<file path="src/rtl/mem_responder.sv">
// rtl/mem_responder.sv - word memory behind a single-outstanding request/response handshake
// Each accepted request is answered exactly LATENCY+1 cycles later with a one-cycle response pulse.
module mem_responder #(
  parameter int DEPTH_WORDS = 64,
  parameter int LATENCY     = 2
) (
  input  logic        clk_i,
  input  logic        reset_i,
  input  logic        req_valid_i,
  input  logic        req_we_i,
  input  logic [31:0] addr_i32,
  input  logic [31:0] write_data_i32,
  output logic        req_ready_o,
  output logic        resp_valid_o,
  output logic [31:0] read_data_o32,
  output logic        err_o
);

  localparam int         AW  = $clog2(DEPTH_WORDS);
  localparam logic [3:0] LAT = 4'(LATENCY);

  typedef enum logic [1:0] {IDLE, WAIT, RESP} state_e;

  state_e          state_q, state_d;
  logic [3:0]      cnt_q, cnt_d;
  logic            live_q;
  logic            we_q, we_d;
  logic            err_q, err_d;
  logic [AW-1:0]   idx_q, idx_d;
  logic [31:0]     wdata_q, wdata_d;
  logic [31:0]     rdata_q, rdata_d;
  logic [31:0]     mem_q [DEPTH_WORDS];

  logic            addr_err;
  logic            commit;
  logic            do_write;

  assign addr_err = (addr_i32[1:0] != 2'b00) || (addr_i32[31:AW+2] != '0);

  // The *_d request fields carry the live inputs on the accept edge and the
  // latched copy afterwards, so commit logic works even when LATENCY is zero.
  always_comb begin
    state_d = state_q;
    cnt_d   = cnt_q;
    we_d    = we_q;
    err_d   = err_q;
    idx_d   = idx_q;
    wdata_d = wdata_q;
    case (state_q)
      IDLE: begin
        if (req_valid_i && live_q) begin
          we_d    = req_we_i;
          err_d   = addr_err;
          idx_d   = addr_i32[AW+1:2];
          wdata_d = write_data_i32;
          if (LAT == 4'd0) begin
            state_d = RESP;
          end else begin
            state_d = WAIT;
            cnt_d   = LAT;
          end
        end
      end
      WAIT: begin
        if (cnt_q <= 4'd1) begin
          state_d = RESP;
          cnt_d   = 4'd0;
        end else begin
          cnt_d = cnt_q - 4'd1;
        end
      end
      RESP:    state_d = IDLE;
      default: state_d = IDLE;
    endcase
  end

  assign commit   = (state_d == RESP) && (state_q != RESP);
  assign do_write = reset_i && commit && we_d && !err_d;

  always_comb begin
    rdata_d = rdata_q;
    if (commit) begin
      if (err_d)     rdata_d = 32'h0;
      else if (we_d) rdata_d = wdata_d;
      else           rdata_d = mem_q[idx_d];
    end
  end

  always_ff @(posedge clk_i) begin
    if (!reset_i) begin
      state_q <= IDLE;
      cnt_q   <= 4'd0;
      live_q  <= 1'b0;
      we_q    <= 1'b0;
      err_q   <= 1'b0;
      idx_q   <= '0;
      wdata_q <= 32'h0;
      rdata_q <= 32'h0;
    end else begin
      state_q <= state_d;
      cnt_q   <= cnt_d;
      live_q  <= 1'b1;
      we_q    <= we_d;
      err_q   <= err_d;
      idx_q   <= idx_d;
      wdata_q <= wdata_d;
      rdata_q <= rdata_d;
    end
  end

  // Storage survives reset on purpose.
  always_ff @(posedge clk_i) begin
    if (do_write) mem_q[idx_d] <= wdata_d;
  end

  assign req_ready_o   = (state_q == IDLE) && live_q;
  assign resp_valid_o  = (state_q == RESP);
  assign err_o         = (state_q == RESP) && err_q;
  assign read_data_o32 = rdata_q;

endmodule

</file>
<file path="config.mk">
export PLATFORM = sky130hd
export DESIGN_NAME = mem_responder
export DESIGN_NICKNAME = d
export VERILOG_FILES = /design/src/rtl/mem_responder.sv
export SDC_FILE = /design/constraint.sdc
export NUM_CORES = 2
export LEC_CHECK = 0
export ABC_CLOCK_PERIOD_IN_PS = 8720
export BUFFER_PORTS_ARGS = -buffer_cell sky130_fd_sc_hd__buf_2
export CORE_ASPECT_RATIO = 0.5
export CORE_UTILIZATION = 60
export DETAILED_ROUTE_END_ITERATION = 8
export HOLD_SLACK_MARGIN = 0.15
export PLACE_DENSITY = 0.85
export SLEW_MARGIN = 5
export SYNTH_ARGS = -nofsm -noshare
export SYNTH_HDL_FRONTEND = slang
export SYNTH_SLANG_ARGS = --single-unit
</file>
<file path="constraint.sdc">
create_clock -name clk_i -period 8.72 [get_ports clk_i]
set_input_delay 1.744 -clock clk_i [delete_from_list [all_inputs] [get_ports clk_i]]
set_output_delay 1.744 -clock clk_i [all_outputs]
set_load 0.02 [all_outputs]
</file>
==> metrics <==
RSZ-0062 raised after global routing=false; Detailed Route WL=228000 um; post-synthesis sequential area ratio=0.824; critical setup path kind=in -> reg; number of synthesized flops with an enable pin=2048; peak per-stage delay on the critical path=990 ps; multi-input logic area=12600 um2; Longest Clk Path Bufs=3; clock slew at reported path FFs=70 ps; Post-CTS Setup Inserts=0; ANT nets after route=0; Async SR Flop Fraction=0; Top Ports=103; Place WS=2180 ps; hold_sp=wdata_q[13]; drt pass-1 iters=9; global route total overflow=0; Area Growth Syn to Fin=10.7%; global-route wire length before repair=316000 um; r2r setup slk=3060 ps; drc violations=1; Row Count=92; CTS Hold Bufs=0; H-tree level count=4; CP arrival=7000 ps; vias in the first global route=44000; nets=4292; CTS tree=built; final hold viol count=0; VDD IR-drop max=163 uV; capturing element type of the critical path=flop; critical path cell sequence=buf_2, nor4bb_4, buf_4, mux2_8, buf_4, o22ai_1, o31ai_1, nand4_1, nor3_1, a221o_1; final setup margin=2490 ps; HPWL after detailed placement=120000 um; worst hold stages=2; most used cell, CP=buf_4; Yosys top cell by area=edfxtp_1; DRT iter0 DRCs=10200; Avg WL per Cell=37.5 um; via count=46600; final slew viol count=2; family with the most delay on the worst path=simple AND/OR/NAND/NOR gates; Synth cell types=46; largest net degree at the start of global routing=111; GPL Wtd Cong=0.953; Setup crit start kind=input port; DR vias/cell=7.68; Die Area=129000 um2; fraction of layout cells with a size suffix above 1=0.125; Worst Path Required=9490 ps; final setup vio count=0; Post-Syn Area=76600 um2; CP bufs+invs=3; most common cell after layout, fill and taps aside=edfxtp_1; failing checks=design-rule violations, max-capacitance violations, max-slew violations; fin crit period=6230 ps; Setup Skew=56.6 ps; post-synthesis instance total=4152; post-cts resize count=0; Pwr per Cell Area=242 nW/um2; slew at the pin closest to its max-slew limit=1500 ps; Max FO, Critical Path=110; Worst R2R Path Depth=9; final setup TNS=0 ps; Synth warnings=0; initial core utilization=0.606; max-cap violations=2; Yosys top cell area share=0.803; fin crit share=0.715; Hold Path Sink=wdata_q[13]; fillers=6993; Min Hold Slack=535 ps; Cell Area, Placed=79200 um2; Die W=507 um; initial antenna violation count=19; Clock Latency Late Sink=840 ps; FF-to-FF End=read_data_o32[6]; die height=255 um; status=complete, but fails checks; Clock Sinks=2127; f_max=160 MHz; CP max-delay cell=o31ai_1; worst min path class=reg -> reg; Tot GR Track Use=0.349; mean area per synthesized cell=18.4 um2; CTS buffer count=172; post-layout util=0.671; final instance area=84800 um2; core area=126000 um2; sequential cell area=63100 um2; P_leak=0.0273 uW; reg-to-reg startpoint=state_q[0]; Clock Tree Root=clkbuf_16; port buffer count=102; Synth area leaders=edfxtp_1 80%, o22ai_1 5.5%, dfxtp_1 2.1%; Synth Net Count=4222; leading cell types in the layout, fill and taps excluded=2048 x edfxtp_1, 675 x o22ai_1, 184 x clkbuf_16, 176 x o221ai_1, 172 x o22a_1; top_reg_cell synth=edfxtp_1; register bit count reported by yosys=2127; Slew HR=-0.00767
-- worst register-to-register path: cells and delay by family (launching register included) --
family                 cells  cell delay, ps
and+or+nand+nor            3            1650
buffers and inverters      2            1350
AOI/OAI and AO/OA          3            1330
muxes                      1             950
DFF                        1             360
-- per-layer routing --
layer,share of wire,track usage
met3,0.17,0.125
met1,0.30,0.421
met4,0.083,0.222
met2,0.45,0.542
met5,0.00030,0
-- through the flow --
stage | cells | power [uW]
after floorplan | 4152 | 12200
final | 6063 | 20500
after CTS | 6050 | 20300
after detailed placement | 5740 | 12700
after global routing | 6050 | 20700
after global placement | 5740 | 12700
-- kinds of logic after synthesis --
logic type / count (synthesis) / share of synthesized area
AO/OA/AOI/OAI: 1337 / 0.128
flip-flops: 2127 / 0.824
adder cells (fa/ha/maj): 2 / 0.000327
buffers and inverters: 325 / 0.0210
multiplexers: 46 / 0.00634
AND/OR/NAND/NOR: 315 / 0.0206
-- synthesized netlist by cell type, types with 38 or more instances --
library cell,count
edfxtp_1,2048
o22ai_1,675
buf_2,181
o221ai_1,176
o22a_1,172
o31ai_1,172
dfxtp_1,79
o41ai_1,79
nor2_1,78
clkbuf_1,64
nand2_1,54
inv_1,38
mux2i_1,38
nor3_1,38
-- power by group --
group	leakage (uW)	internal (uW)	switching [uW]	total (uW)
Clock	0.00272	4220	3640	7860
Sequential	0.0199	11300	27.7	11300
Combinational	0.00466	273	1000	1280
-- registers in the layout, indices dropped and copies added, names as in the netlist --
register	count
mem_q	2048
idx_q	6
read_data_o32	32
live_q	1
state_q	2
we_q	1
err_q	1
cnt_q	4
wdata_q	32
-- how the worst max path moves through the flow --
| stage | from | endpoint | slack [ps] | depth (start not counted) |
|---|---|---|---|---|
| floorplan | req_valid_i | mem_q[52][0] | 3540 | 9 |
| global placement | req_valid_i | read_data_o32[26] | 1970 | 10 |
| detailed placement | req_valid_i | read_data_o32[6] | 2180 | 10 |
| CTS | req_valid_i | read_data_o32[13] | 2880 | 11 |
| global route | req_valid_i | read_data_o32[6] | 2490 | 10 |
| finish | req_valid_i | read_data_o32[6] | 2490 | 10 |
-- final cells by class --
type	count	area share
antenna	13	0.000384
clock buffer	233	0.0576
clock inverter	77	0.00748
inverter	38	0.00174
multi-input combinational	1700	0.148
sequential	2127	0.744
tap	1692	0.0250
timing repair buffer	183	0.0153
(Power assumes the default switching activity.)
